==> src/rtl/orlink_rx_deframer_pkg.sv <==
// Shared definitions for the orlink receive deframer: sync marker, FSM states
// and the byte-wise CRC-16 (poly 0x1021, MSB first) update used by the engine.
package orlink_rx_deframer_pkg;

  localparam logic [7:0]  SYNC_BYTE_DEF = 8'hA5;
  localparam logic [15:0] CRC_POLY      = 16'h1021;
  localparam logic [15:0] CRC_INIT      = 16'h0000;

  typedef enum logic [2:0] {
    ST_HUNT,
    ST_LEN,
    ST_PAYLOAD,
    ST_CRC_HI,
    ST_CRC_LO
  } state_e;

  function automatic logic [15:0] crc16_byte(input logic [15:0] crc, input logic [7:0] din);
    logic [15:0] c;
    c = crc ^ {din, 8'h00};
    for (int i = 0; i < 8; i++) begin
      c = c[15] ? ((c << 1) ^ CRC_POLY) : (c << 1);
    end
    return c;
  endfunction

endpackage

==> src/rtl/orlink_crc16.sv <==
// Byte-wise CRC-16 engine; synchronous clear, result valid the cycle after en.
module orlink_crc16
  import orlink_rx_deframer_pkg::*;
(
  input  logic        clk,
  input  logic        rst,
  input  logic        en,
  input  logic [7:0]  din,
  output logic [15:0] dout
);

  logic [15:0] crc_q;

  always_ff @(posedge clk) begin
    if (rst) begin
      crc_q <= CRC_INIT;
    end else if (en) begin
      crc_q <= crc16_byte(crc_q, din);
    end
  end

  assign dout = crc_q;

endmodule

==> src/rtl/orlink_rx_deframer.sv <==
// orlink receive deframer: hunts for sync, forwards the payload cut-through,
// checks the trailing CRC-16 and tracks CRC failures and inter-byte timeouts.
module orlink_rx_deframer
  import orlink_rx_deframer_pkg::*;
#(
  parameter logic [7:0]  SYNC_BYTE = SYNC_BYTE_DEF,
  parameter int unsigned TIMEOUT   = 1024,
  parameter int unsigned CNT_W     = 16
) (
  input  logic             clk,
  input  logic             rst,
  input  logic [7:0]       in_data,
  input  logic             in_valid,
  output logic             in_ready,
  output logic [7:0]       out_data,
  output logic             out_valid,
  input  logic             out_ready,
  output logic             out_last,
  output logic             pkt_done,
  output logic             pkt_ok,
  output logic [CNT_W-1:0] crc_err_cnt,
  output logic [CNT_W-1:0] timeout_cnt
);

  localparam int unsigned TMO_W = (TIMEOUT < 2) ? 1 : $clog2(TIMEOUT);

  state_e             state_q;
  logic [7:0]         rem_q;
  logic [7:0]         crc_hi_q;
  logic [TMO_W-1:0]   tmo_q;
  logic               pkt_done_q;
  logic               pkt_ok_q;
  logic [CNT_W-1:0]   crc_err_cnt_q;
  logic [CNT_W-1:0]   timeout_cnt_q;

  logic               in_fire;
  logic               in_payload;
  logic               start_clear;
  logic               crc_en;
  logic               crc_rst;
  logic [15:0]        crc_val;
  logic [15:0]        rx_crc;
  logic               tmo_armed;
  logic               tmo_expire;
  logic [TMO_W-1:0]   tmo_d;
  logic [CNT_W-1:0]   crc_err_cnt_d;
  logic [CNT_W-1:0]   timeout_cnt_d;

  assign in_payload = (state_q == ST_PAYLOAD);
  assign in_ready   = !rst && (in_payload ? out_ready : 1'b1);
  assign in_fire    = in_valid && in_ready;

  assign out_valid  = in_payload && in_valid;
  assign out_data   = in_payload ? in_data : 8'h00;
  assign out_last   = in_payload && (rem_q == 8'd1);

  assign start_clear = (state_q == ST_HUNT) && in_fire && (in_data == SYNC_BYTE);
  assign crc_en      = in_payload && in_fire;
  assign crc_rst     = rst | start_clear;
  assign rx_crc      = {crc_hi_q, in_data};

  // A downstream stall in PAYLOAD is not the sender's fault, so it never ages the packet.
  assign tmo_armed  = (state_q != ST_HUNT) && !in_fire && !(in_payload && !out_ready);
  assign tmo_expire = (TIMEOUT != 0) && tmo_armed && (tmo_q == TMO_W'(TIMEOUT - 1));
  assign tmo_d      = tmo_q + TMO_W'(1);

  assign crc_err_cnt_d = (crc_err_cnt_q == '1) ? crc_err_cnt_q : crc_err_cnt_q + CNT_W'(1);
  assign timeout_cnt_d = (timeout_cnt_q == '1) ? timeout_cnt_q : timeout_cnt_q + CNT_W'(1);

  orlink_crc16 u_crc (
    .clk  (clk),
    .rst  (crc_rst),
    .en   (crc_en),
    .din  (in_data),
    .dout (crc_val)
  );

  always_ff @(posedge clk or posedge rst) begin
    if (rst) begin
      state_q       <= ST_HUNT;
      rem_q         <= '0;
      crc_hi_q      <= '0;
      tmo_q         <= '0;
      pkt_done_q    <= 1'b0;
      pkt_ok_q      <= 1'b0;
      crc_err_cnt_q <= '0;
      timeout_cnt_q <= '0;
    end else begin
      pkt_done_q <= 1'b0;
      pkt_ok_q   <= 1'b0;

      if (state_q == ST_HUNT || in_fire) begin
        tmo_q <= '0;
      end else if (tmo_armed) begin
        tmo_q <= tmo_d;
      end

      unique case (state_q)
        ST_HUNT: begin
          if (start_clear) state_q <= ST_LEN;
        end
        ST_LEN: begin
          if (in_fire) begin
            rem_q   <= in_data;
            state_q <= (in_data == 8'd0) ? ST_CRC_HI : ST_PAYLOAD;
          end
        end
        ST_PAYLOAD: begin
          if (in_fire) begin
            rem_q <= rem_q - 8'd1;
            if (rem_q == 8'd1) state_q <= ST_CRC_HI;
          end
        end
        ST_CRC_HI: begin
          if (in_fire) begin
            crc_hi_q <= in_data;
            state_q  <= ST_CRC_LO;
          end
        end
        ST_CRC_LO: begin
          if (in_fire) begin
            pkt_done_q <= 1'b1;
            pkt_ok_q   <= (crc_val == rx_crc);
            if (crc_val != rx_crc) crc_err_cnt_q <= crc_err_cnt_d;
            state_q    <= ST_HUNT;
          end
        end
        default: state_q <= ST_HUNT;
      endcase

      // Expiry only fires on a cycle without a transfer, so an arriving byte always wins.
      if (tmo_expire) begin
        state_q       <= ST_HUNT;
        tmo_q         <= '0;
        timeout_cnt_q <= timeout_cnt_d;
      end
    end
  end

  assign pkt_done    = pkt_done_q;
  assign pkt_ok      = pkt_ok_q;
  assign crc_err_cnt = crc_err_cnt_q;
  assign timeout_cnt = timeout_cnt_q;

endmodule
==> config.mk <==
export PLATFORM = sky130hd
export DESIGN_NAME = orlink_rx_deframer
export DESIGN_NICKNAME = d
export VERILOG_FILES = /design/src/rtl/orlink_rx_deframer_pkg.sv /design/src/rtl/orlink_crc16.sv /design/src/rtl/orlink_rx_deframer.sv
export SDC_FILE = /design/constraint.sdc
export NUM_CORES = 1
export LEC_CHECK = 0
export BUFFER_PORTS_ARGS = -buffer_cell sky130_fd_sc_hd__buf_2
export CORE_MARGIN = 10
export CORE_UTILIZATION = 45
export DETAILED_ROUTE_END_ITERATION = 7
export SYNTH_ARGS = -nofsm -noshare
export SYNTH_HDL_FRONTEND = slang
export SYNTH_SLANG_ARGS = --single-unit
==> constraint.sdc <==
create_clock -name clk -period 3.09 [get_ports clk]
set_input_delay 0.309 -clock clk [delete_from_list [all_inputs] [get_ports clk]]
set_output_delay 0.309 -clock clk [all_outputs]
set_load 0.05 [all_outputs]
==> results.md, run 1 <==
* Largest net degree at the start of global routing at 64
* Ys async rst share at 79.7%
* Vias at 3332
* CTS tree: yes
* Status: finished clean
* Routed length per instance at 15.6 µm
* PwrDens at 484 nW/µm²
* Period Utilization, post-route at 79.8%
* Fmax at 405 MHz
* Core Region at 9150 µm²
* Vias in the first global route at 3299
* Critical path required time at 3.32 ns
* Clock Tree Buf Depth at 2
* Number of synthesized flops with an enable pin at 0
* Die area at 13500 µm²
* Placed Instance Area at 4580 µm²
* Synthesis warning total at 0
* Post-Syn Nets at 461
* Cell area after synthesis at 4180 µm²
* Distinct cell type count after synthesis at 47
* CTS clk-pin slew, worst paths at 0.09 ns
* Drt total wl at 9.60 mm
* PortBufs at 56
* Worst-Skew Late Latency at 0.35 ns
* Area added between synthesis and finish at 14.5%
* Starting Density at 45.7%
* CP Max Fanout at 20
* Maxcap violations at 0
* Setup violations, final at 0
* DP HPWL at 6.90 mm
* Nets at 518
* Gr ovfl total at 0
* Die W at 116 µm
* Final ANT Viol Nets at 0
* Max Slew Vio Count at 0
* Initial antenna violation count at 0
* Residual DRC count at 0
* Layout cells sized above 1 at 20.6%
* Leakage at 2.24 nW
* CTS root buffer: clkbuf_8
* Vias per cell at 5.40
* CTS resizes at 0
* Clk sinks at 79
* Relative slew slack at 37.5%
* Post-Syn Area per Cell at 9.41 µm²
* Critical path endpoint category: flip-flop
* Final min period at 2.47 ns
* Setup WS pre-CTS at 0.654 ns
* Crit Path Category: flip-flop to flip-flop
* Hold_ws at 0.245 ns
* Fillers at 850
* Syn Inst Count at 444
* Total power at 2.32 mW
* Reg2Reg Setup Slack at 0.62 ns
* Row count at 35
* Arr. time, crit path at 2.69 ns
* Register area at 1900 µm²
* Final Hold Violating Endpoints at 0
* First-pass DRT Iterations at 4
* Startpoint types: flip-flop
* Clock skew at 0.0130 ns
* Main synth FF type: dfrtp_1
* Sequential cell area fraction in the yosys report at 45.4%
* First-pass GRT wire length at 16.1 mm
* ANT cells at 0
* Ports at 57
* CTS H-tree depth at 3
* RSZ-0062 raised after global routing: false
* Total track usage at 14.7%
* Final Wtd Congestion at 0.801
* Tightest Pin Transition at 0.931 ns
* Synthesized flop and latch total at 79
* Setup TNS Final at 0 ns
* Hold crit path type: primary input to async pin
* Die height at 116 µm
* Num CTS Buffers at 9
* Multi-input logic area at 2180 µm²
* VDD IR-drop max at 0.257 mV
* Cts hold-fix bufs at 0
* Fin worst setup slack at 0.623 ns
* Setup Buffers After CTS at 0
* Initial DRC count at 286
* Post-Layout Inst Area at 4790 µm²
-- cell usage in the layout (no fill, tap or decap), drive strengths merged, types with 9 or more instances in the layout --
cell type / instances
nand3: 18
clkbuf: 9
nor4: 11
dfrtp: 63
nand2: 42
xnor2: 42
a21oi: 21
nand4: 16
and3: 13
buf: 62
inv: 14
o21ai: 18
xor2: 28
dfxtp: 16
mux2: 10
nor3: 15
nor2: 42
-- synthesized netlist by cell type (all sizes together) (4+ instances only) --
master  count  share of area (%)
dfrtp      63                 38
nand2      42                3.8
nor2       42                3.8
xnor2      42                8.8
xor2       28                5.9
a21oi      21                2.5
nand3      18                2.2
o21ai      18                2.2
dfxtp      16                7.7
nand4      16                2.4
clkbuf     15                1.3
nor3       15                1.8
and3       13                1.9
inv        11               0.99
nor4       11                2.3
mux2       10                2.7
a211oi      6                1.1
or2         6               0.90
ha          5                1.5
nand2b      4               0.60
or3         4               0.60
or4         4               0.90
-- power breakdown --
group	leakage [nW]	switching [mW]	internal, mW	total, mW
Sequential	0.991	0.0507	1.07	1.12
Clock	0.102	0.420	0.385	0.805
Combinational	1.14	0.256	0.134	0.390
-- state kept, by name, summed over array words and instances, names as in the netlist --
register     count
crc_err_cnt     16
timeout_cnt     16
u_crc.dout      16
state_q          3
pkt_done         1
rem_q            8
tmo_q           10
crc_hi_q         8
pkt_ok           1
-- path summary, 6_finish.rpt --
| kind | start | to | cells after the start |
|---|---|---|---|
| hold / removal | rst | crc_hi_q[6]$_DFFE_PP0P_ | 3 |
| setup / recovery | state_q[1]$_DFFE_PP0P_ | timeout_cnt[14]$_DFFE_PP0P_ | 5 |
| hold reg to reg | crc_err_cnt[7]$_DFFE_PP0P_ | crc_err_cnt[7]$_DFFE_PP0P_ | 1 |
| min in group clk | in_data[0] | rem_q[0]$_DFFE_PP0P_ | 3 |
| max in group asynchronous | rst | timeout_cnt[15]$_DFFE_PP0P_ | 3 |
| setup reg to reg | state_q[1]$_DFFE_PP0P_ | timeout_cnt[14]$_DFFE_PP0P_ | 5 |
-- logic make-up (layout without fill, tap and decap cells) --
group / Yosys count / count (layout) / share of synthesized area (%)
and+or+nand+nor: 186 / 186 / 23.1
DFF: 79 / 79 / 45.4
xor gates and xnor gates: 70 / 70 / 14.7
AOI/OAI and AO/OA: 67 / 67 / 10.2
buffers and inverters: 27 / 89 / 2.45
muxes: 10 / 10 / 2.69
adders and majority gates: 5 / 5 / 1.50
-- through the flow --
stage | util (%) | std cells
4_1_cts | 52.3 | 617
3_3_place_gp | 50.1 | 601
2_1_floorplan | - | 444
5_1_grt | 52.3 | 617
3_5_place_dp | 50.1 | 601
6_report | 52.3 | 617
-- layout make-up --
| class | instances | area share, % |
|---|---|---|
| well taps | 111 | 2.90 |
| clock inverters | 7 | 1.67 |
| multi-input cells | 338 | 45.6 |
| inverters | 11 | 0.863 |
| flip-flops and latches | 79 | 39.6 |
| clock buffers | 9 | 2.59 |
| repair buffers | 62 | 6.80 |
-- layer usage --
layer	vias to the layer above	routed length, µm	track usage, %
met5	-	0	0
met4	0	68	4.92
met3	6	534	2.72
met2	88	4390	23.1
met1	1568	4600	19.9
li1	1670	-	-
-- critical path, stage by stage, from the launching register on --
cell and delay [ns]:
dfrtp_1 0.69, a211oi_1 0.17, or4_4 0.59, nor4_2 0.56
nand4_1 0.19, xnor2_1 0.16
(Power assumes the default switching activity.)
==> run 2, diff against run 1 <==
Settings changed: ABC_AREA set to 1.
Clock period 3.09 ns to 2.4 ns, I/O delays scaled along.
==> run 2 against run 1 <==
  * Via count increased by 33%
  * Utilization decreased by 1.1 points
  * First-iteration DRC count increased by 34%
  * Count of clock-buffer cells in the layout increased by 2
  * Largest cell class unchanged
  * Global-route usage increased by 0.84 points
  * Synthesized cell count increased by 55%
  * Routed wire length increased by 24%
  * Area after synthesis increased by 17%
==> results.md, run 2 <==
* Status: finished clean
* R2r endpoint: crc_err_cnt[12]$_DFFE_PP0P_
* Final Wtd Congestion at 0.869
* Share of the synthesized area in the top cell type at 32.2%
* Synthesized flop and latch total at 79
* First-pass DRT Iterations at 4
* Worst reg2reg path depth at 8
* Fillers at 1114
* Clock Tree Buf Depth at 2
* Vias in the first global route at 4304
* Setup TNS Final at 0 ns
* Largest net degree at the start of global routing at 57
* Die area at 15400 µm²
* Nets at 763
* Hold crit path type: primary input to flip-flop
* Cells on Worst Hold Path at 3
* Maxcap violations at 0
* DP HPWL at 8.84 mm
* Core Region at 10700 µm²
* VDD IR-drop max at 0.571 mV
* ANT cells at 0
* Syn Inst Count at 688
* Fmax at 480 MHz
* Main synth FF type: dfrtp_1
* Clock skew at 0.0168 ns
* Residual DRC count at 0
* Vias at 4431
* WP buf/inv at 2
* Dpl cells at 874
* Hold Crit Endpoint: crc_hi_q[0]$_DFFE_PP0P_
* Tightest Pin Transition at 0.734 ns
* Post-Syn Area per Cell at 7.11 µm²
* Die W at 124 µm
* Register area at 1900 µm²
* Worst path cell trace: nor2_4, nand2_1, buf_4, nor3_2, buf_2
* Row count at 38
* Worst Hold Launch: in_data[0]
* Gr ovfl total at 0
* Starting Density at 45.6%
* Routed length per instance at 13.3 µm
* First-pass GRT wire length at 20.5 mm
* Top cells by count, synth: nand2_1 (204), nor2_1 (82), inv_1 (70)
* Num CTS Buffers at 9
* Worst path slowest cell: dfrtp_1
* Setup violations, final at 0
* Layout cells sized above 1 at 13.0%
* Ports at 57
* Ys async rst share at 79.7%
* Synth area leader: dfrtp_1
* Initial antenna violation count at 0
* Period Utilization, post-route at 86.9%
* Setup WS pre-CTS at 0.386 ns
* Clk sinks at 79
* Cell area after synthesis at 4890 µm²
* Initial DRC count at 384
* Most used standard cell by instance count after synthesis: nand2_1
* Synthesis warning total at 0
* PwrDens at 764 nW/µm²
* Fin worst setup slack at 0.315 ns
* PortBufs at 56
* RSZ-0062 raised after global routing: false
* Arr. time, crit path at 1.84 ns
* Synth area leaders: dfrtp_1 (32%), nand2_1 (16%), xor2_1 (7.2%)
* Max Slew Vio Count at 0
* CP Max Fanout at 19
* Crit Path Category: flip-flop to output port
* Startpoint types: flip-flop
* Area added between synthesis and finish at 12.4%
* Cell family with most CP delay: buffers and inverters
* Critical path endpoint category: output port
* Most frequent cells in the layout: nand2_1 (204), nor2_1 (82), inv_1 (69)
* Worst-Skew Late Latency at 0.38 ns
* Multi-input logic area at 2630 µm²
* Final Hold Violating Endpoints at 0
* Final min period at 2.08 ns
* CTS clk-pin slew, worst paths at 0.08 ns
* Drt total wl at 11.9 mm
* Reg2Reg Setup Slack at 0.39 ns
* Number of synthesized flops with an enable pin at 0
* CTS tree: yes
* Leakage at 2.74 nW
* Vias per cell at 4.97
* Delay of the slowest critical-path stage at 0.49 ns
* Post-Syn Nets at 705
* Distinct cell type count after synthesis at 37
* Total track usage at 15.5%
* Critical path required time at 2.16 ns
* Commonest non-fill, non-tap cell in the layout: nand2_1
* Relative slew slack at 51.1%
* Placed Instance Area at 5320 µm²
* Worst r2r src: state_q[1]$_DFFE_PP0P_
* Utilization after layout at 51.2%
* Non-Filler Instances at 891
* Sequential cell area fraction in the yosys report at 38.8%
* Final ANT Viol Nets at 0
* CTS root buffer: clkbuf_8
* CTS H-tree depth at 3
* Post-Layout Inst Area at 5500 µm²
* Setup Buffers After CTS at 0
* Die height at 124 µm
run 2: timing repair:
item | 4_1_cts | 5_1_grt
resized for setup | 0 | 0
hold endpoints to repair | 7 | 0
hold buffers | 1 | 0
run 2: cell type report:
| cell class | instances | share of cell area (%) |
|---|---|---|
| Timing Repair Buffer | 65 | 6.37 |
| Clock buffer | 11 | 2.57 |
| Multi-Input combinational cell | 519 | 47.8 |
| Inverter | 72 | 4.98 |
| Tap cell | 140 | 3.18 |
| Sequential cell | 79 | 34.5 |
| Clock inverter | 5 | 0.614 |
run 2: per-layer routing:
| layer | track usage, % | up-vias | share of wire (%) |
|---|---|---|---|
| met5 | 0 | - | 0 |
| met4 | 6.44 | 0 | 1.4 |
| met2 | 24.3 | 85 | 46 |
| li1 | - | 2294 | - |
| met1 | 20.3 | 2040 | 48 |
| met3 | 3.32 | 12 | 4.7 |
run 2: worst reg2reg max path, cell delays in order, from the launching register on:
cell,delay (ns)
dfrtp_1,0.50
inv_1,0.12
nand3_1,0.12
inv_1,0.09
nand4_2,0.14
a21oi_4,0.44
nand2_2,0.32
nand2_1,0.13
nand2_1,0.06
run 2: through the flow:
step	power [mW]	hold slack, ns
floorplan	2.97	0.393
global placement	3.29	0.232
detailed placement	3.31	0.230
CTS	4.25	0.228
global route	4.55	0.246
finish	4.20	0.248
run 2: kinds of logic after synthesis:
kind of cell,count (synthesis),share of synthesized area [%]
adder cells (fa/ha/maj),5,1.28
AO/OA/AOI/OAI,75,8.28
flip-flops,79,38.8
buffers and inverters,90,7.57
AND/OR/NAND/NOR,380,33.6
XOR/XNOR,59,10.6
run 2: worst max path at each step:
stage,startpoint,endpoint,slack (ns),depth (start not counted)
floorplan,rst,timeout_cnt[10]$_DFFE_PP0P_,0.07,8
global placement,crc_err_cnt[0]$_DFFE_PP0P_,crc_err_cnt[1]$_DFFE_PP0P_,0.46,9
detailed placement,state_q[1]$_DFFE_PP0P_,crc_err_cnt[7]$_DFFE_PP0P_,0.39,8
CTS,state_q[0]$_DFFE_PP0P_,out_last,0.31,5
global route,state_q[1]$_DFFE_PP0P_,crc_err_cnt[7]$_DFFE_PP0P_,0.13,8
finish,state_q[0]$_DFFE_PP0P_,out_last,0.32,5
run 2: power by group:
group,internal (mW),switching (mW)
registers,1.54,0.228
clock network,0.402,0.517
logic,0.502,1.01
==> run 3, diff against run 2 <==
Settings changed: GPL_TIMING_DRIVEN set to 0.
==> run 3 against run 2 <==
  * Count of clock-buffer cells in the layout up 1
  * Clock skew down 0.0086 ns
  * Routed wire length increased by 0.16%
  * Sequential cell count unchanged
  * Non-clock buffer count rose by 10
  * Sequential power about the same
  * Register-to-register slack gained 0.11 ns
==> results.md, run 3 (synthesized netlist as in run 2, its figures left out) <==
* Status: finished clean
* ANT cells at 0
* Commonest non-fill, non-tap cell in the layout: nand2_1
* RSZ-0062 raised after global routing: false
* Row count at 38
* Clock Tree Buf Depth at 2
* Final Hold Violating Endpoints at 0
* Total track usage at 15.2%
* Worst-Skew Late Latency at 0.35 ns
* Hold_ws at 0.273 ns
* Period Utilization, post-route at 92.4%
* Nets at 773
* Fillers at 1073
* Residual DRC count at 0
* DP HPWL at 8.93 mm
* Most frequent cells in the layout: nand2_1 (204), nor2_1 (82), inv_1 (69)
* Worst r2r src: crc_err_cnt[0]$_DFFE_PP0P_
* CTS root buffer: clkbuf_8
* Vias in the first global route at 4232
* Tightest Pin Transition at 1.03 ns
* CTS clk-pin slew, worst paths at 0.09 ns
* CP Max Fanout at 10
* CTS tree: yes
* Startpoint types: flip-flop
* Setup WS pre-CTS at -0.0826 ns
* Setup violations, final at 0
* Register area at 1900 µm²
* Max Slew Vio Count at 0
* Clk sinks at 79
* Critical path endpoint category: output port
* Setup Buffers After CTS at 0
* Setup TNS Final at 0 ns
* Final ANT Viol Nets at 0
* First-pass GRT wire length at 20.1 mm
* Routed length per instance at 13.2 µm
* Leakage at 2.79 nW
* CTS H-tree depth at 3
* Maxcap violations at 0
* Fin worst setup slack at 0.182 ns
* Multi-input logic area at 2630 µm²
* Vias per cell at 4.98
* Core Region at 10700 µm²
* Die area at 15400 µm²
* Initial DRC count at 246
* Largest net degree at the start of global routing at 40
* PortBufs at 53
* Final min period at 2.22 ns
* Drt total wl at 11.9 mm
* Die height at 124 µm
* Fmax at 451 MHz
* Total power at 4.34 mW
* Final Wtd Congestion at 0.877
* Critical path required time at 2.16 ns
* Die W at 124 µm
* Ports at 57
* Relative slew slack at 31.3%
* Initial antenna violation count at 0
* Layout cells sized above 1 at 13.3%
* Gr ovfl total at 0
* Arr. time, crit path at 1.98 ns
* Worst Hold Launch: in_valid
* Hold crit path type: primary input to flip-flop
* Crit Path Category: flip-flop to output port
* Area added between synthesis and finish at 14.5%
* Num CTS Buffers at 9
* First-pass DRT Iterations at 4
* PwrDens at 774 nW/µm²
* Crit path launch: state_q[0]$_DFFE_PP0P_
* VDD IR-drop max at 0.600 mV
* Clock skew at 0.00821 ns
* Starting Density at 45.6%
* Vias at 4487
[run 3: changes by cell type in the layout (fill, tap and decap cells not counted), sizes merged]
cell         before  now
bufinv            0    1
clkbuf           11   20
clkinv            3    1
dlygate4sd3       1    3
[run 3: what timing repair did]
item	in CTS	in global routing
hold buffers	3	0
resized for setup	0	2
endpoints found under the hold margin	1	0
endpoints found under the setup margin	0	7
[run 3: path summary, 6_finish.rpt]
kind                                         endpoint  slack [ns]  cells after the start
min reg2reg                      rem_q[5]$_DFFE_PP0P_        0.51                      2
min in group asynchronous        rem_q[6]$_DFFE_PP0P_        0.39                      3
max                                         out_valid        0.18                      6
max in group asynchronous        tmo_q[9]$_DFFE_PP0P_        0.35                      4
min                                pkt_done$_DFF_PP0_        0.27                      3
max reg2reg                crc_err_cnt[4]$_DFFE_PP0P_        0.50                     10
[run 3: stage by stage]
stage                     instance area (µm²)  instances  util [%]
after floorplan                          4900        688         -
after CTS                                5600        901      52.1
after detailed placement                 5360        882      49.9
final                                    5610        901      52.2
after global routing                     5610        901      52.2
after global placement                   5340        881      49.7
[run 3: power breakdown]
part / internal (mW) / leakage [nW] / total (mW) / switching [mW]
logic: 0.506 / 1.71 / 1.54 / 1.04
clock network: 0.540 / 0.0988 / 1.05 / 0.512
registers: 1.54 / 0.976 / 1.75 / 0.204
total: 2.59 / 2.79 / 4.34 / 1.75
[run 3: final cells by class]
type / count / area share (%)
clock buffers: 12 / 2.77
repair buffers: 57 / 5.67
inverters: 72 / 4.89
multi-input cells: 519 / 47.0
flip-flops and latches: 79 / 33.8
clock inverters: 4 / 0.960
well taps: 140 / 3.12
plain buffers: 18 / 1.81
[run 3: critical path: stages (launching register included)]
cell and delay [ns]:
dfrtp_1 0.48, nor2_4 0.18, nand2_1 0.09, buf_2 0.20
clkbuf_2 0.22, nor2_1 0.17, buf_2 0.29
[run 3: per-layer routing]
layer  GRT usage (%)  up-vias  share of wire [%]
met5               0        -                  0
met4            4.93        0                1.3
met1            20.0     2084                 49
met2            23.8       71                 46
met3            3.74       12                4.0
li1                -     2320                  -
